[src/rtl/mem_req_arbiter.sv]
// Two-port (fetch/data) memory request arbiter with in-order response routing.
// Define MEM_ARB_RR_EN for round-robin arbitration; otherwise the data port has fixed priority.
module mem_req_arbiter #(
  parameter int DW         = 33,
  parameter int OUTSTD_MAX = 4
) (
  input  logic                clk,
  input  logic                rst_n,
  input  logic [1:0]          s_req,
  input  logic [1:0]          s_we,
  input  logic [1:0][3:0]     s_be,
  input  logic [1:0][31:0]    s_addr,
  input  logic [1:0][DW-1:0]  s_wdata,
  output logic [1:0]          s_gnt,
  output logic [1:0]          s_rvalid,
  output logic [1:0]          s_err,
  output logic [1:0][DW-1:0]  s_rdata,
  output logic                m_req,
  output logic                m_we,
  output logic [3:0]          m_be,
  output logic [31:0]         m_addr,
  output logic [DW-1:0]       m_wdata,
  input  logic                m_gnt,
  input  logic                m_rvalid,
  input  logic                m_err,
  input  logic [DW-1:0]       m_rdata,
  output logic                unexp_rsp
);

  localparam int PW = (OUTSTD_MAX > 1) ? $clog2(OUTSTD_MAX) : 1;
  localparam int CW = $clog2(OUTSTD_MAX + 1);

  typedef enum logic [1:0] {IDLE, LOCK0, LOCK1} state_t;

  state_t                state, state_nxt;
  logic                  sel, arb_sel;
  logic                  full, empty, push, pop, head;
  logic [OUTSTD_MAX-1:0] fifo_q;
  logic [PW-1:0]         wr_ptr, rd_ptr;
  logic [CW-1:0]         count;

`ifdef MEM_ARB_RR_EN
  logic rr_pref;

  // Port just granted loses preference for the next contested arbitration.
  always_ff @(posedge clk or negedge rst_n) begin
    if (!rst_n)    rr_pref <= 1'b0;
    else if (push) rr_pref <= ~sel;
  end

  assign arb_sel = (s_req[0] && s_req[1]) ? rr_pref : s_req[1];
`else
  assign arb_sel = s_req[1];
`endif

  always_ff @(posedge clk or negedge rst_n) begin
    if (!rst_n) state <= IDLE;
    else        state <= state_nxt;
  end

  always_comb begin
    state_nxt = state;
    case (state)
      IDLE:    if (m_req && !m_gnt) state_nxt = sel ? LOCK1 : LOCK0;
      LOCK0:   if (!s_req[0] || push) state_nxt = IDLE;
      LOCK1:   if (!s_req[1] || push) state_nxt = IDLE;
      default: state_nxt = IDLE;
    endcase
  end

  always_comb begin
    case (state)
      LOCK0:   sel = 1'b0;
      LOCK1:   sel = 1'b1;
      default: sel = arb_sel;
    endcase
    // s_req is ignored while reset is held so every output reads zero.
    m_req   = rst_n && s_req[sel] && !full;
    m_we    = rst_n && s_we[sel];
    m_be    = rst_n ? s_be[sel]    : '0;
    m_addr  = rst_n ? s_addr[sel]  : '0;
    m_wdata = rst_n ? s_wdata[sel] : '0;
    push    = m_req && m_gnt;
    s_gnt   = '0;
    s_gnt[sel] = push;
  end

  assign full  = (count == CW'(OUTSTD_MAX));
  assign empty = (count == '0);
  assign pop   = m_rvalid && !empty;
  assign head  = fifo_q[rd_ptr];

  always_comb begin
    s_rvalid = '0;
    s_err    = '0;
    s_rdata  = '0;
    if (pop) begin
      s_rvalid[head] = 1'b1;
      s_err[head]    = m_err;
      s_rdata[head]  = m_rdata;
    end
  end

  always_ff @(posedge clk or negedge rst_n) begin
    if (!rst_n) begin
      fifo_q <= '0;
      wr_ptr <= '0;
      rd_ptr <= '0;
      count  <= '0;
    end else begin
      if (push) begin
        fifo_q[wr_ptr] <= sel;
        wr_ptr <= (wr_ptr == PW'(OUTSTD_MAX - 1)) ? '0 : wr_ptr + 1'b1;
      end
      if (pop)
        rd_ptr <= (rd_ptr == PW'(OUTSTD_MAX - 1)) ? '0 : rd_ptr + 1'b1;
      case ({push, pop})
        2'b10:   count <= count + 1'b1;
        2'b01:   count <= count - 1'b1;
        default: count <= count;
      endcase
    end
  end

  always_ff @(posedge clk or negedge rst_n) begin
    if (!rst_n)                 unexp_rsp <= 1'b0;
    else if (m_rvalid && empty) unexp_rsp <= 1'b1;
  end

endmodule

[config.mk]
export PLATFORM = sky130hd
export DESIGN_NAME = mem_req_arbiter
export DESIGN_NICKNAME = d
export VERILOG_FILES = /design/src/rtl/mem_req_arbiter.sv
export SDC_FILE = /design/constraint.sdc
export NUM_CORES = 1
export LEC_CHECK = 0
export ABC_AREA = 1
export CELL_PAD_IN_SITES_DETAIL_PLACEMENT = 1
export CELL_PAD_IN_SITES_GLOBAL_PLACEMENT = 1
export CORE_ASPECT_RATIO = 0.7
export CORE_UTILIZATION = 16
export DETAILED_ROUTE_END_ITERATION = 12
export PLACE_DENSITY_LB_ADDON = 0.1
export SLEW_MARGIN = 20
export SYNTH_ARGS = -nofsm -noshare
export SYNTH_HDL_FRONTEND = slang
export SYNTH_SLANG_ARGS = --single-unit
[constraint.sdc]
create_clock -name clk -period 4.4 [get_ports clk]
set_input_delay 0.44 -clock clk [delete_from_list [all_inputs] [get_ports clk]]
set_output_delay 0.44 -clock clk [all_outputs]
set_load 0.02 [all_outputs]
======== Word-level counts from Yosys, hierarchy flattened ========
Cells that the tools add are included.
word-level totals
  output and inout port bits .............. 144
  register bits ........................... 14
cells by class
  equality and inequality tests ........... 10
  multiplexer cells ....................... 36
  reductions and logical operators ........ 21
  bitwise logic cells ..................... 3
  $add $sub $neg .......................... 4
  $lt $le $gt $ge ......................... 7
operators with widths
  cell                                                                           number
  33-bit 2-to-1 mux                                                              4
  32-bit 2-to-1 mux                                                              3
  66-bit bitwise AND                                                             1
  66-bit 2-to-1 mux                                                              1
  33-bit demux with 1-bit select                                                 1
  2-bit 2-to-1 mux                                                               8
  4-bit 2-to-1 mux                                                               3
  1-bit logical AND                                                              10
  2-bit == test (second input constant)                                          4
  1-bit 2-to-1 mux                                                               8
  2-bit by 3-bit less-than comparator with 1-bit output (second input constant)  2
  2-bit != test (second input constant)                                          3
  2-bit one-hot mux with 3 select lines                                          1
  3-bit one-hot mux with 2 select lines                                          1
  1-bit zero test                                                                5
  2-bit by 1-bit adder with 2-bit output (second input constant)                 2
  2-bit bitwise AND                                                              2
  4-bit bitwise mux                                                              1
  2-bit by 1-bit == test with 1-bit output (second input constant)               2
  1-bit by 2-bit less-than comparator with 1-bit output (second input constant)  2
  3-bit by 1-bit adder with 3-bit output (second input constant)                 1
  3-bit == test (second input constant)                                          1
  3-bit zero test                                                                1
  3-bit AND reduction                                                            1
  other kinds (10)                                                               13

======== Logic depth before layout (Yosys ltp) ========
Gate-level depths: netlist (run 1).
  depth in word-level cells ............... 10
  depth in mapped cells ................... 13

======== Worst setup path before layout (run 1) ========
No wires, ideal clock.
  path type ............................... register to register
  start ................................... reg state[0]
  end ..................................... reg count[2]
  path buffers ............................ 0
  data required time ...................... 4269 ps
  stages on the path, launching flop included .. 13
  clock period less this slack ............ 2175 ps
  path slack .............................. 2225 ps
  data arrival time ....................... 2044 ps
  cells stage by stage .................... dfrtp_1 inv_1 ha_1 inv_1 o21ai_0 nand2_1 nand3_4 ha_1 inv_1 fa_1 a21oi_1 o21ai_0 xor2_1
on the way
  word-level cells in the longest chain between the ends .. 9
  elaborated cells on any way between the ends .. 12
  those cells by class .................... 4 x eq/ne; 4 x mux; 4 x reduce/logical
RTL lines
  what                                                                         RTL line  source
  start, declared                                                              35        state_t state, state_nxt;
  start signal, assigned                                                       58        else state <= state_nxt;
  2-bit == test or 2-bit by 1-bit == test with 1-bit output (tied branches)    72        case (state)
  1-bit one-hot mux with 2 select lines *                                      72
  1-bit 2-to-1 mux (implied by the code) * (2 in series)                       78        m_req = rst_n && s_req[sel] && !full;
  1-bit logical AND * (2 in series)                                            78
  1-bit logical AND *                                                          83        push = m_req && m_gnt;
  2-bit by 1-bit == test with 1-bit output or 2-bit == test (tied branches)    117       case ({push, pop})
  3-bit one-hot mux with 2 select lines or 2-bit nonzero test (tied branches)  -
  end signal, assigned                                                         118       2'b10: count <= count + 1'b1;
  end signal, assigned                                                         119       2'b01: count <= count - 1'b1;
  end signal, assigned                                                         120       default: count <= count;
  end, declared                                                                40        logic [CW-1:0] count;
Every way passes the cells marked *; elsewhere a longest branch is shown, timed or not. The select of a mux whose other input is x is not followed.
A chain may end at the register's enable or synchronous reset.

======== Worst setup path in the final report (run 1) ========
  start ................................... reg state[0]
  end ..................................... out m_addr[24]
on the way
  word-level cells in the longest chain between the ends .. 5
  elaborated cells on any way between the ends .. 6
  those cells by class .................... 2 x eq/ne; 4 x mux
RTL lines
  what                                                                       RTL line  source
  2-bit == test or 2-bit by 1-bit == test with 1-bit output (tied branches)  72
  1-bit one-hot mux with 2 select lines *                                    72
  32-bit 2-to-1 mux (implied by the code) * (2 in series)                    81        m_addr = rst_n ? s_addr[sel] : '0;
  32-bit 2-to-1 mux *                                                        81
  end, declared                                                              21        output logic [31:0] m_addr,
Marks and branches as above.

==> summary.md, run 1 <==
| Metric | Value |
|---|---|
| Root Driver | `clkbuf_16` |
| CP arrival | `2.82 ns` |
| Antenna Nets Post-Route | `0` |
| Synth cell types | `27` |
| Die ar. | `0.0167 sq mm` |
| Relative slew slack | `35.6%` |
| Register area share after synthesis | `13.6%` |
| Largest family of logic cells by synthesized area | `simple AND/OR/NAND/NOR gates` |
| Min Tclk post-route | `3.26 ns` |
| Gpl congestion | `0.855` |
| Vias | `3916` |
| Critical path endpoint category | `output port` |
| Commonest non-fill, non-tap cell in the layout | `clkdlybuf4s50_1` |
| Layout area overhead | `133%` |
| Synth Area in Simple Gates | `46.3%` |
| CP startpoint kind | `flip-flop` |
| H-tree depth | `1` |
| Crit path max fanout | `76` |
| Synthesized Nets | `640` |
| Seq pwr share | `8.5%` |
| RSZ-0062 raised after global routing | `no` |
| Port bufs | `323` |
| Max-slew violation count | `0` |
| Drt pass-1 iters | `4` |
| Combinational share of power | `84.8%` |
| CTS tree | `done` |
| Post-synthesis compound-gate area fraction | `18.5%` |
| Cells after synthesis | `450` |
| Worst Tran Pin Value | `0.965 ns` |
| P_int | `0.00134 W` |
| Avg Cell Area, Syn | `5.74 sq um` |
| Status | `finished clean` |
| Worst-path clk slew | `0.05 ns` |
| Worst EP required | `3.96 ns` |
| CTS Buffer Depth | `2` |
| # hold bufs at CTS | `0` |
| Net Sw Power | `0.00150 W` |
| Initial core utilization | `16.5%` |
| # nets final | `944` |
| Post-CTS sizing | `0` |
| Pwr dens | `472 mW/mm^2` |
| Period utilization | `74.1%` |
| Final setup violating endpoints | `0` |
| Gr usage total | `17.7%` |
| First-pass GRT wire length | `23100 um` |
| Synth Area in Adders | `5.13%` |
| Clk_lat worst skew | `0.24 ns` |
| Initial antenna violation count | `0` |
| Seq cells post-synth | `14` |
| Max-cap violation count | `0` |
| Commonest non-fill, non-tap cells in the layout | `clkdlybuf4s50_1, nor2_1, o21ai_0, inv_1, nor2_4` |
| Skew final | `0.00302 ns` |
| Initial DRC count | `163` |
| Dpl hpwl | `12900 um` |
| Total power | `0.00284 W` |
| Final wirelength | `15400 um` |
| Drt via density | `4.11` |
| Share of cells above drive strength 1 | `7.57%` |
| N_diodes | `0` |
| Ys Warns | `0` |
| Power share of the clock group | `6.8%` |
| Routed WL per cell | `16.2 um` |
| Switching part of the total power | `52.9%` |
| CTS Buf Count | `3` |
| I/O pin count | `324` |
| Kind of critical path | `flip-flop to output port` |
| P_leak | `2.51 nW` |
| Cell Rows | `38` |
| Xor/xnor cell area share of the yosys netlist | `0.678%` |
| Post-CTS Setup Bufs | `0` |
| Min-Delay Path Class | `input port to async pin` |
| Hold Vio Cnt, Final | `0` |
| Vias in the first global route | `4093` |
| Mux contribution to synthesized area | `0%` |
| CTS Sinks | `14` |
| Core ar. | `0.0156 sq mm` |
| Mapped Area | `0.00258 sq mm` |
| Setup TNS | `0 ns` |
| VDD IR max | `0.244 mV` |
| Die Wd | `154 um` |
| GR Overflow Total | `0` |
| Largest net degree at the start of global routing | `77` |
| Drc violations | `0` |
| Fmax | `307 MHz` |
| DIE HEIGHT | `108 um` |
routing by layer:
| layer | GRT usage [%] | share of wire (%) |
|---|---|---|
| met4 | 3.00 | 1.5 |
| met3 | 3.65 | 5.5 |
| met2 | 35.4 | 53 |
| met5 | 0 | 0 |
| met1 | 19.4 | 40 |
sequential cells by signal, indices dropped and copies added, names as in the netlist:
signal     count
wr_ptr         2
count          3
unexp_rsp      1
state          2
fifo_q         4
rd_ptr         2
metrics by stage:
| stage | hold WS [ns] | setup slack, ns | util [%] | std cells | cell area (sq um) |
|---|---|---|---|---|---|
| 2_1_floorplan | 0.144 | 2.23 | - | 450 | 2580 |
| 3_3_place_gp | 0.374 | 1.22 | 37.9 | 949 | 5920 |
| 3_5_place_dp | 0.378 | 1.18 | 37.9 | 949 | 5920 |
| 4_1_cts | 0.116 | 1.11 | 38.4 | 953 | 6010 |
| 5_1_grt | 0.136 | 0.923 | 38.4 | 953 | 6010 |
| 6_report | 0.109 | 1.14 | 38.4 | 953 | 6010 |
Yosys cell counts (all sizes together):
library cell | instances | area share (%)
a21oi | 4 | 1.2
fa | 1 | 0.77
clkbuf | 10 | 1.5
nand2 | 23 | 3.6
xor2 | 1 | 0.34
nor2 | 215 | 40
a31o | 1 | 0.34
o21ai | 83 | 16
nand3 | 9 | 2.7
inv | 59 | 8.7
a22o | 1 | 0.34
dfrtp | 14 | 14
o21a | 1 | 0.29
buf | 18 | 5.7
xnor2 | 1 | 0.34
ha | 9 | 4.4
final timing paths:
path                       cells past startpoint      start          to  slack [ns]
max                                            9   state[0]  m_addr[24]        1.14
min                                            1      rst_n    count[2]        0.11
max reg2reg                                   12   state[0]    count[2]        1.96
min reg2reg                                    1  unexp_rsp   unexp_rsp        0.47
max in group asynchronous                      2      rst_n   unexp_rsp        3.58
min in group clk                               1  unexp_rsp   unexp_rsp        0.47
cell families after synthesis:
| logic type | count (synthesis) |
|---|---|
| xor gates and xnor gates | 2 |
| and+or+nand+nor | 247 |
| buffers and inverters | 87 |
| AOI/OAI and AO/OA | 90 |
| adders and majority gates | 10 |
| DFF | 14 |
area by class of cell:
class                   instances  area, sq um
flip-flops and latches         14          350
inverters                      59          224
fillers                      1975         9630
well taps                     200          250
multi-input cells             349         1830
repair buffers                327         3270
clock buffers                   4         88.8
critical path, stage by stage (launching register included):
cell	delay, ns
dfrtp_1	0.38
inv_1	0.08
ha_1	0.31
inv_1	0.07
nand2_1	0.07
nand2_2	0.08
buf_4	0.55
o21ai_0	0.16
nor2_1	0.16
clkdlybuf4s50_1	0.66
power groups by stage:
stage | registers [W] | logic [W] | clock network (W)
floorplan | 0.000232 | 0.00141 | 0
global placement | 0.000239 | 0.00239 | 0
detailed placement | 0.000242 | 0.00244 | 0
CTS | 0.000241 | 0.00245 | 0.000197
global route | 0.000249 | 0.00261 | 0.000203
finish | 0.000241 | 0.00240 | 0.000192
Power figures use the tool's default switching activity.
==> inputs of run 2 (changes only) <==
--- a/config.mk
+++ b/config.mk
@@ -9,7 +9,7 @@
 export CELL_PAD_IN_SITES_DETAIL_PLACEMENT = 1
 export CELL_PAD_IN_SITES_GLOBAL_PLACEMENT = 1
 export CORE_ASPECT_RATIO = 0.7
-export CORE_UTILIZATION = 16
+export CORE_UTILIZATION = 14
 export DETAILED_ROUTE_END_ITERATION = 12
 export PLACE_DENSITY_LB_ADDON = 0.1
 export SLEW_MARGIN = 20
==> constraint.sdc (replaced) <==
create_clock -name clk -period 2.6 [get_ports clk]
set_input_delay 0.26 -clock clk [delete_from_list [all_inputs] [get_ports clk]]
set_output_delay 0.26 -clock clk [all_outputs]
set_load 0.02 [all_outputs]
==> run 2 against run 1 <==
Core utilization shrank 4.6 points. Via count about the same. Power is 69% higher. Highest routed layer unchanged. Critical endpoint is now s_rdata[64]. Largest power group unchanged.
==> summary.md, run 2 (synthesis results as in run 1) <==
| Metric | Value |
|---|---|
| Max-cap violation count | `0 (unchanged)` |
| Period utilization | `94.9%` |
| Inst Count DP | `992 (+4.5%)` |
| Kind of critical path | `flip-flop to output port` |
| Worst-path clk slew | `0.05 ns (about the same)` |
| Cell Rows | `41 (+7.9%)` |
| Drc violations | `0 (unchanged)` |
| Die ar. | `0.0190 sq mm (+14%)` |
| Min Tclk post-route | `2.47 ns` |
| Worst R2R Start | `state[0]` |
| Vias | `3913 (-0.077%)` |
| P_leak | `2.80 nW (+12%)` |
| First-pass GRT wire length | `22800 um (-0.93%)` |
| Die Wd | `164 um (+6.8%)` |
| Hold Vio Cnt, Final | `0 (unchanged)` |
| Core ar. | `0.0181 sq mm (+15%)` |
| GR Overflow Total | `0 (unchanged)` |
| Fin Hold WS | `0.0145 ns (-0.0945 ns)` |
| Worst EP required | `2.34 ns (-1.62 ns)` |
| Min-Delay Path Class | `input port to async pin` |
| H-tree depth | `1 (unchanged)` |
| Fmax | `405 MHz` |
| Critical path endpoint category | `output port` |
| # nets final | `954 (+1.1%)` |
| DIE HEIGHT | `116 um (+6.8%)` |
| Worst Tran Pin Value | `0.377 ns (-0.588 ns)` |
| Skew final | `0.000926 ns (-0.00209 ns)` |
| CP arrival | `2.21 ns (-0.61 ns)` |
| I/O pin count | `324 (unchanged)` |
| CTS Buf Count | `3 (unchanged)` |
| Initial antenna violation count | `0 (unchanged)` |
| R2R setup slack | `0.19 ns (-1.77 ns)` |
| Most flop-heavy register | `fifo_q` |
| CP startpoint kind | `flip-flop` |
| Antenna Nets Post-Route | `0 (unchanged)` |
| Final setup violating endpoints | `0 (unchanged)` |
| CTS Sinks | `14 (unchanged)` |
| RSZ-0062 raised after global routing | `no` |
| Final wirelength | `15500 um (+0.39%)` |
| Max-slew violation count | `0 (unchanged)` |
| Routed WL per cell | `15.5 um (-4.2%)` |
| Relative slew slack | `74.6% (+39 points)` |
| Gr usage total | `15.6% (-2.2 points)` |
| Status | `finished clean` |
| Dpl hpwl | `12800 um (-0.71%)` |
| Initial core utilization | `14.3% (-2.2 points)` |
| Crit path max fanout | `29 (-62%)` |
| Root Driver | `clkbuf_16` |
| CP max stage delay | `0.58 ns (-0.08 ns)` |
| N_diodes | `0 (unchanged)` |
| CTS tree | `done` |
| R2R Path End | `count[2]` |
| Clk_lat worst skew | `0.24 ns (about the same)` |
| Total power | `0.00480 W (+69%)` |
| Pwr dens | `784 mW/mm^2 (+66%)` |
| Worst-path cell with the longest stage delay | `clkdlybuf4s50_1` |
| Fin cells | `999 (+4.8%)` |
| Worst-path cell chain | `nor2_2, nand2_1, nand2_2, inv_4, nand3_4, buf_16, nor2_1, clkdlybuf4s50_1` |
| Largest net degree at the start of global routing | `72 (-6.5%)` |
| Share of cells above drive strength 1 | `8.91% (+1.3 points)` |
| Drt pass-1 iters | `4 (unchanged)` |
| Layout area overhead | `137%` |
| Vias in the first global route | `3954 (-3.4%)` |
| Critical Path Start | `count[1]` |
| Drt via density | `3.92 (-4.7%)` |
| Commonest non-fill, non-tap cell in the layout | `clkdlybuf4s50_1` |
| # hold bufs at CTS | `0 (unchanged)` |
| Largest register FFs | `4 (unchanged)` |
| Largest registers | `fifo_q (4), count (3)` |
| Commonest non-fill, non-tap cells in the layout | `clkdlybuf4s50_1, nor2_1, o21ai_0, dlygate4sd2_1, inv_1` |
| Initial DRC count | `144 (-12%)` |
| Port bufs | `323 (unchanged)` |
| Reg2reg path depth | `12 (unchanged)` |
| VDD IR max | `0.323 mV (+33%)` |
| CTS Buffer Depth | `2 (unchanged)` |
| Gpl congestion | `0.935 (+9.3%)` |
| Setup TNS | `0 ns (unchanged)` |
==> run 2: repair_timing <==
action | CTS | global route
gates resized for setup | 70 | 3
endpoints found under the setup margin | 70 | 5
pin swaps | 0 | 1
setup buffers | 0 | 3
==> run 2: through the flow <==
step           instance area, sq um  setup slack (ns)  util, %
6_report                       6120             0.132     33.9
5_1_grt                        6120           0.00222     33.9
4_1_cts                        6080            0.0118     33.7
3_5_place_dp                   6080             0.152     33.7
3_3_place_gp                   6080             0.189     33.7
2_1_floorplan                  2580             0.425        -
==> run 2: worst max path at each step <==
stage / to
after floorplan: count[2]
after global placement: m_addr[29]
after detailed placement: m_addr[29]
after CTS: m_addr[2]
after global routing: s_rdata[64]
final: s_rdata[64]
==> run 2: area by class of cell <==
cell class              instances  area (sq um)
flip-flops and latches         14           350
clock buffers                   4          88.8
inverters                      59           224
well taps                     236           295
fillers                      2266         11900
repair buffers                337          3330
multi-input cells             349          1830
==> run 2: worst max-delay path: cells and delay by family (launching register included) <==
family,cells,cell delay (ns)
simple gates,5,0.59
flops,1,0.40
buf+inv,3,0.92
==> run 2: routing by layer <==
metal	track usage, %	vias up	share of wire (%)
met2	29.5	148	52
met1	18.5	1751	40
met5	0	-	0
met4	1.96	0	1.2
met3	3.08	10	6.8
li1	-	2004	-
==> run 2: where the power goes <==
part / internal (W) / switching, W
Combinational: 0.00166 / 0.00240
Sequential: 0.000320 / 0.0000870
Clock: 0.000233 / 0.0000931
